### src/rtl/int_to_fp_sched.sv
// Shared signed-integer to floating-point converter.
// A round-robin arbiter accepts one 8-bit sign-magnitude request at a time.
// The magnitude is normalised one bit per clock into a 1-bit sign, a 4-bit
// exponent and an 8-bit fraction, and the result is held until downstream accepts it.
//
// state | meaning
// ------+--------------------------------------------------------------
// IDLE  | waiting for a request; the grant is offered on req_ready
// NORM  | shifting the magnitude left until its leading one reaches bit 7
// DONE  | result presented on out_*; waiting for out_ready
module int_to_fp_sched #(
    parameter int ID_W = 2
) (
    input  logic                       clk,
    input  logic                       reset,
    input  logic [(2**ID_W)-1:0]       req_valid,
    input  logic [(8*(2**ID_W))-1:0]   req_data,
    output logic [(2**ID_W)-1:0]       req_ready,
    output logic                       out_valid,
    input  logic                       out_ready,
    output logic [ID_W-1:0]            out_id,
    output logic                       out_sign,
    output logic [3:0]                 out_exp,
    output logic [7:0]                 out_frac,
    output logic                       busy
);
    localparam int N = 2**ID_W;

    typedef enum logic [1:0] {S_IDLE, S_NORM, S_DONE} state_t;

    state_t          state_q, state_d;
    logic [ID_W-1:0] ptr_q, ptr_d;
    logic [7:0]      sreg_q, sreg_d;
    logic [3:0]      ecnt_q, ecnt_d;
    logic            sign_q, sign_d;
    logic [ID_W-1:0] id_q, id_d;
    logic            out_valid_q, out_valid_d;
    logic [ID_W-1:0] out_id_q, out_id_d;
    logic            out_sign_q, out_sign_d;
    logic [3:0]      out_exp_q, out_exp_d;
    logic [7:0]      out_frac_q, out_frac_d;

    logic            found;
    logic [ID_W-1:0] win;
    logic [ID_W-1:0] idx;
    logic [7:0]      win_data;
    logic [N-1:0]    grant;

    // Round-robin search starting at the pointer; N is a power of two so the
    // ID_W-bit sum wraps modulo N on its own.
    always_comb begin
        found    = 1'b0;
        win      = '0;
        idx      = '0;
        win_data = '0;
        for (int k = 0; k < N; k++) begin
            idx = ptr_q + ID_W'(k);
            if (!found && req_valid[idx]) begin
                found = 1'b1;
                win   = idx;
            end
        end
        for (int k = 0; k < N; k++) begin
            if (win == ID_W'(k)) win_data = req_data[8*k +: 8];
        end
        grant = found ? (N'(1) << win) : '0;
    end

    // Next-state and datapath updates for the IDLE/NORM/DONE sequence.
    always_comb begin
        state_d     = state_q;
        ptr_d       = ptr_q;
        sreg_d      = sreg_q;
        ecnt_d      = ecnt_q;
        sign_d      = sign_q;
        id_d        = id_q;
        out_valid_d = out_valid_q;
        out_id_d    = out_id_q;
        out_sign_d  = out_sign_q;
        out_exp_d   = out_exp_q;
        out_frac_d  = out_frac_q;
        case (state_q)
            S_IDLE: begin
                if (found) begin
                    sign_d  = win_data[7];
                    sreg_d  = {win_data[6:0], 1'b0};
                    ecnt_d  = 4'd7;
                    id_d    = win;
                    state_d = S_NORM;
                end
            end
            S_NORM: begin
                if (sreg_q == 8'd0 || sreg_q[7]) begin
                    out_exp_d   = (sreg_q == 8'd0) ? 4'd0 : ecnt_q;
                    out_frac_d  = sreg_q;
                    out_sign_d  = sign_q;
                    out_id_d    = id_q;
                    out_valid_d = 1'b1;
                    state_d     = S_DONE;
                end else begin
                    sreg_d = sreg_q << 1;
                    ecnt_d = ecnt_q - 4'd1;
                end
            end
            S_DONE: begin
                if (out_ready) begin
                    out_valid_d = 1'b0;
                    ptr_d       = id_q + ID_W'(1);
                    state_d     = S_IDLE;
                end
            end
            default: state_d = S_IDLE;
        endcase
    end

    // State registers with synchronous reset; an in-flight job is simply dropped.
    always_ff @(posedge clk) begin
        if (reset) begin
            state_q     <= S_IDLE;
            ptr_q       <= '0;
            sreg_q      <= '0;
            ecnt_q      <= '0;
            sign_q      <= 1'b0;
            id_q        <= '0;
            out_valid_q <= 1'b0;
            out_id_q    <= '0;
            out_sign_q  <= 1'b0;
            out_exp_q   <= '0;
            out_frac_q  <= '0;
        end else begin
            state_q     <= state_d;
            ptr_q       <= ptr_d;
            sreg_q      <= sreg_d;
            ecnt_q      <= ecnt_d;
            sign_q      <= sign_d;
            id_q        <= id_d;
            out_valid_q <= out_valid_d;
            out_id_q    <= out_id_d;
            out_sign_q  <= out_sign_d;
            out_exp_q   <= out_exp_d;
            out_frac_q  <= out_frac_d;
        end
    end

    assign req_ready = (state_q == S_IDLE && !reset) ? grant : '0;
    assign busy      = (state_q != S_IDLE);
    assign out_valid = out_valid_q;
    assign out_id    = out_id_q;
    assign out_sign  = out_sign_q;
    assign out_exp   = out_exp_q;
    assign out_frac  = out_frac_q;
endmodule

### config.mk
export PLATFORM = sky130hd
export DESIGN_NAME = int_to_fp_sched
export DESIGN_NICKNAME = d
export VERILOG_FILES = /design/src/rtl/int_to_fp_sched.sv
export SDC_FILE = /design/constraint.sdc
export NUM_CORES = 1
export LEC_CHECK = 0
export CELL_PAD_IN_SITES_DETAIL_PLACEMENT = 1
export CELL_PAD_IN_SITES_GLOBAL_PLACEMENT = 2
export CORE_ASPECT_RATIO = 0.7
export CORE_UTILIZATION = 25
export CTS_CLUSTER_SIZE = 8
export DETAILED_ROUTE_END_ITERATION = 8
export PLACE_DENSITY_LB_ADDON = 0.1
export SETUP_SLACK_MARGIN = 0.1
export SLEW_MARGIN = 20
export SYNTH_ARGS = -nofsm -noshare
export SYNTH_HDL_FRONTEND = slang
export SYNTH_SLANG_ARGS = --single-unit
export TNS_END_PERCENT = 100
### constraint.sdc
create_clock -name clk -period 2.76 [get_ports clk]
set_input_delay 0.69 -clock clk [delete_from_list [all_inputs] [get_ports clk]]
set_output_delay 0.69 -clock clk [all_outputs]
set_load 0.02 [all_outputs]
==> metrics.csv, run 1 <==
stage,metric,value,unit
run_status,status,"complete, no violations",
critical_path,crit_path_end,req_ready[2],
critical_path,cp_max_fo,4,
die,rows,25,
critical_path,worst-path-stages,6,
clock_network,max-clock-path-buffers,2,
place,port_buffers,58,
sta,fin_skew,3.88,ps
logic_synthesis,seq_area_frac_synth,36.5,%
critical_path,crit_arrival,1950,ps
grt,grt_overflow,0,
drt,drc,0,
final_layout,nNetsFinal,356,
clock_network,clk_pin_slew,70,ps
sta,fin_crit_sh,95.7,%
critical_path,rr_endpoint,sreg_q[7],
logic_synthesis,syn-cell-area,1810,um^2
final_layout,diodes,0,
logic_synthesis,synthCells,225,
grt,grt_pass1_wl,10700,um
die,die-width,104,um
critical_path,end_kind,output pin,
critical_path,cp.required,2070,ps
final_layout,nFillCells,858,
clock_network,cts_buffers,5,
drt,ant_nets,0,
place,pre_cts_slack,-667,ps
logic_synthesis,syn-num-nets,265,
logic_synthesis,yosys_warnings,0,
drt,routedWlPerCell,16.2,um
sta,min_period,2640,ps
grt,grt_usage,18.4,%
logic_synthesis,ys_top_cells_by_count,"dfxtp_1, nor2_1, nand2_1, nand3_1, a21oi_1",
critical_path,r2r_start,ptr_q[0],
die,core-area,6880,um^2
die,io_pins,60,
logic_synthesis,async_reset_ff_share,0,%
drt,routed_wl,6640,um
drt,first_iter_violations,22,
logic_synthesis,syn_area_per_cell,8.04,um^2
logic_synthesis,netlist_top_cells_area,"dfxtp_1, nor2_1, nand3_1",
logic_synthesis,synth_edf_count,0,
grt,antenna_found_initial,0,
die,die_h,73.2,um
final_layout,drive_gt1_share,25.0,%
critical_path,critPathBufInv,2,
critical_path,rr_worst_depth,8,
run,max_cap_violations,0,
pwr,power.density,679,nW/um^2
final_layout,fin_util,41.9,%
drt,num_vias,2019,
pwr,peakVddDrop,0.255,mV
final_layout,area_growth,59.5,%
grt,grt_max_degree,35,
critical_path,critPathLaunch,req_valid[2],
drt,dr.pass1.iters,4,
die,dieArea,7590,um^2
logic_synthesis,synthFlopType,dfxtp_1,
die,initial_core_util,26.3,%
clock_network,cts_tree,done,
worst_hold_path,hp-class,reg2reg,
sta,final-hold-violation-count,0,
logic_synthesis,yosysUniqueCellTypes,55,
logic_synthesis,yosysMostFrequentCell,dfxtp_1,
clock_network,clock_latency,280,ps
critical_path,startpoint_type,input pin,
critical_path,cp_top_family,simple AND/OR/NAND/NOR gates,
sta,fmax,379,MHz
critical_path,slowest_delay,540,ps
clock_network,postCtsHoldBufs,0,
sta,rsz0062_at_grt,no,
logic_synthesis,ys_seq_elements,33,
sta,finalSetupViolCount,0,
drt,vias_per_cell,4.92,
clock_network,cts_sinks,33,
place,place.gp.congestion,0.788,
critical_path,crit_path_cell_trace,clkdlybuf4s15_2 -> and2b_4 -> or4b_4 -> nand2_4 -> nor2_1 -> buf_4,
pwr,p_leak,1.11,nW
sta,fin_ws,120,ps
logic_synthesis,yosysTopAreaCell,dfxtp_1,
clock_network,htree_levels,2,
sta,slew_viol_final,0,
critical_path,crit_type,in2out,
grt,first_global_vias,1990,
clock_network,clockRootBuffer,clkbuf_8,
place,hpwl,5280,um
logic_synthesis,synth_top_area_share,36.5,%
critical_path,cp_slowest_cell,or4b_4,
critical_path,reg2reg_slack,670,ps
-- through the flow --
stage / total power [mW] / instance area [um^2] / hold WS [ps] / instances / setup TNS, ps
2_1_floorplan: 1.16 / 1810 / 425 / 225 / 0
3_3_place_gp: 1.55 / 2700 / 448 / 398 / -2440
3_5_place_dp: 1.56 / 2700 / 449 / 398 / -2660
4_1_cts: 1.95 / 2840 / 459 / 409 / 0
5_1_grt: 2.10 / 2890 / 492 / 410 / 0
6_report: 1.96 / 2890 / 459 / 410 / 0
-- where the power goes --
group	leakage (nW)	total [mW]	switching (mW)	internal [mW]
clock network	0.0443	0.377	0.179	0.198
registers	0.270	0.678	0.110	0.568
logic	0.796	0.903	0.482	0.421
-- cell type report --
cell class              count  area (um^2)  area share, %
repair buffers             97          867           30.1
clock buffers               7         86.3           2.99
multi-input cells         176         1140           39.6
inverters                   3         11.3          0.390
well taps                  94          118           4.08
flip-flops and latches     33          661           22.9
-- how the worst min path moves through the flow --
| stage | start | to | slack, ps | depth (start not counted) |
|---|---|---|---|---|
| floorplan | sign_q | sign_q | 420 | 2 |
| global placement | out_valid | out_valid | 450 | 2 |
| detailed placement | out_frac[2] | out_frac[2] | 450 | 2 |
| CTS | out_frac[2] | out_frac[2] | 460 | 2 |
| global route | out_frac[5] | out_frac[5] | 490 | 2 |
| finish | out_frac[2] | out_frac[2] | 460 | 2 |
-- worst min-delay path, delay by kind of cell, from the launching register on --
family | cells | cell delay [ps]
flops | 1 | 310
simple gates | 1 | 50
compound gates | 1 | 50
-- flip-flops by register name, summed over array words and instances (netlist names) --
signal / cells
ecnt_q: 4
id_q: 2
out_exp: 4
out_frac: 7
out_id: 2
out_sign: 1
out_valid: 1
ptr_q: 2
sign_q: 1
sreg_q: 7
state_q: 2
-- cell families (layout without fill, tap and decap cells) --
group | after synthesis | count (layout) | synth area share (%)
multiplexers | 4 | 4 | 2.21
AO/OA/AOI/OAI | 71 | 71 | 27.0
adder cells (fa/ha/maj) | 1 | 1 | 0.691
other | 1 | 1 | 0.207
flip-flops | 33 | 33 | 36.5
XOR/XNOR | 3 | 3 | 1.45
AND/OR/NAND/NOR | 96 | 96 | 27.9
buffers and inverters | 16 | 107 | 3.94
-- cell usage in the layout, fill, tap and decap left out, drive strengths merged, types with 3 or more instances in the layout --
cell type      synthesis  layout
nor2                  30      30
inv                    3       3
a211oi                 3       3
mux2i                  4       4
a21o                   5       5
nand3                 18      18
a221oi                 6       6
buf                    8      44
nor2b                  3       3
nand2                 21      21
o22ai                  3       3
nor3                   3       3
and3                   4       4
dfxtp                 33      33
o221ai                 3       3
nand2b                 3       3
clkdlybuf4s50          0      50
o21ai                 17      17
clkbuf                 5       8
or2                    4       4
a21oi                 18      18
-- routing by layer --
| layer | vias up | wire, um | global-route usage, % |
|---|---|---|---|
| met3 | 5 | 154 | 3.57 |
| met2 | 25 | 2940 | 28.8 |
| met1 | 986 | 3510 | 26.6 |
| met5 | - | 0 | 0 |
| li1 | 1003 | - | - |
| met4 | 0 | 36 | 3.33 |
-- repair_timing --
item                                   CTS  global route
gates resized for setup                 41            14
pin swaps                                6             6
setup buffers                            4             1
setup endpoints to repair                4             4
endpoints found under the hold margin    0             0
No activity file was read; power rests on OpenSTA's default activity.
==> run 2, diff against run 1 <==
--- a/config.mk
+++ b/config.mk
@@ -11,6 +11,7 @@
 export CORE_UTILIZATION = 25
 export CTS_CLUSTER_SIZE = 8
 export DETAILED_ROUTE_END_ITERATION = 8
+export HOLD_SLACK_MARGIN = 0.1
 export PLACE_DENSITY_LB_ADDON = 0.1
 export SETUP_SLACK_MARGIN = 0.1
 export SLEW_MARGIN = 20
==> results of run 2 <==
Same layout as run 1: the final DEF is identical, and so are final timing and power.
==> RTL change: new RTL, config.mk and constraints of run 1 <==
Set the parameter `ID_W` to 1 (it was 2).
--- a/src/rtl/int_to_fp_sched.sv
+++ b/src/rtl/int_to_fp_sched.sv
@@ -10,5 +10,5 @@
 // DONE  | result presented on out_*; waiting for out_ready
 module int_to_fp_sched #(
-    parameter int ID_W = 2
+    parameter int ID_W = 1
 ) (
     input  logic                       clk,
Interface: changed (resized out_id, req_data, req_ready and req_valid); port bits go from 60 to 39. No check against the original RTL was run, so the function may have changed too.
==> RTL change against run 1 <==
Synthesized area is 22% lower. Worst hold slack better by 0.00065 ns. Sequential cell count fell by 3. Final cell count is 32% lower. Fmax is 2.9% higher. Register-to-register slack gained 0.40 ns. Power is 22% lower. Wire length down 33%. Worst setup slack improved by 0.074 ns. Via count is 31% lower. First-iteration DRC count grew to 2.7 times the old value. Clock skew shrank 0.0014 ns. Final area fell by 32%. Clock power shrank 14%. Largest power group is now sequential cells. Highest routed layer is now met3.
==> RTL change: results <==
[critical_path]
r2r_setup_slack_ns = 1.07
slowest_stage = "clkdlybuf4s50_1"
r2r.worst_path.cells = 4
critical_path.max_fanout = 3
cp_top_family = "buffers and inverters"
r2r_end = "out_sign$_SDFFE_PP0P_"
r2r-start = "sreg_q[1]$_SDFFE_PP0P_"

[synthesis]
synth_nets = 187
synthAdderAreaFrac = 0.00883
synth_common_cells = "30 x dfxtp_1, 15 x o21ai_0, 14 x nor2_1"
synthTopCellsByArea = "dfxtp_1 42%, o21ai_0 5.3%, a21oi_1 4.6%, a211oi_1 4.2%, nand3_1 3.9%"
synth_compound_area_frac = 0.249
synthDistinctLibCells = 39
synthCells = 165
ys_seq_area_frac = 0.424
synth_xor_area_frac = 0

[timing]
fin_skew_ns = 0.00244
hold_slack_ns = 0.459

[pwr]
comb_power_uw = 594
power_frac_comb = 0.389
ir_drop_v = 0.000206
p_leak_nw = 0.723
p_sw_frac = 0.398
p_clk_uw = 325

[routing]
viasPerCell = 5.00

[global_routing]
grt_first_pass_wirelength_um = 7390

[cells_and_area]
final_nets = 228
drive_gt1_frac = 0.121

[clock_tree]
cts_resized = 11
postCtsSetupBuffers = 0

[placed_design]
dp_hpwl_um = 3450
placed_area_sq_mm = 0.00189
portBuffers = 37
pre_cts_ws_ns = -0.379

[outcome]
outcome = "finished clean"

[hold_path]
min_to = "out_valid$_SDFFE_PP0P_"
==> RTL change: metal layers <==
metal	routed length, um	track usage	up-vias
li1	-	-	694
met1	2300	0.231	668
met2	1940	0.245	28
met3	200	0.0446	0
met4	0	0.0352	0
met5	0	0	-
==> RTL change: area by class of cell <==
cell class | instances | area, sq um
sequential | 30 | 601
inverter | 3 | 11.3
fill | 643 | 3370
tap | 72 | 90.1
clock buffer | 7 | 76.3
timing repair buffer | 46 | 430
multi-input combinational | 120 | 764
==> RTL change: how the worst max path moves through the flow <==
stage | end | slack (ns) | start | depth (start not counted)
3_5_place_dp | req_ready[1] | -0.38 | req_valid[0] | 6
6_report | req_ready[0] | 0.19 | req_valid[0] | 6
4_1_cts | req_ready[1] | 0.16 | req_valid[0] | 6
3_3_place_gp | req_ready[1] | -0.27 | req_valid[1] | 5
2_1_floorplan | req_ready[0] | 0.42 | req_valid[1] | 3
5_1_grt | req_ready[1] | 0.11 | req_valid[0] | 6
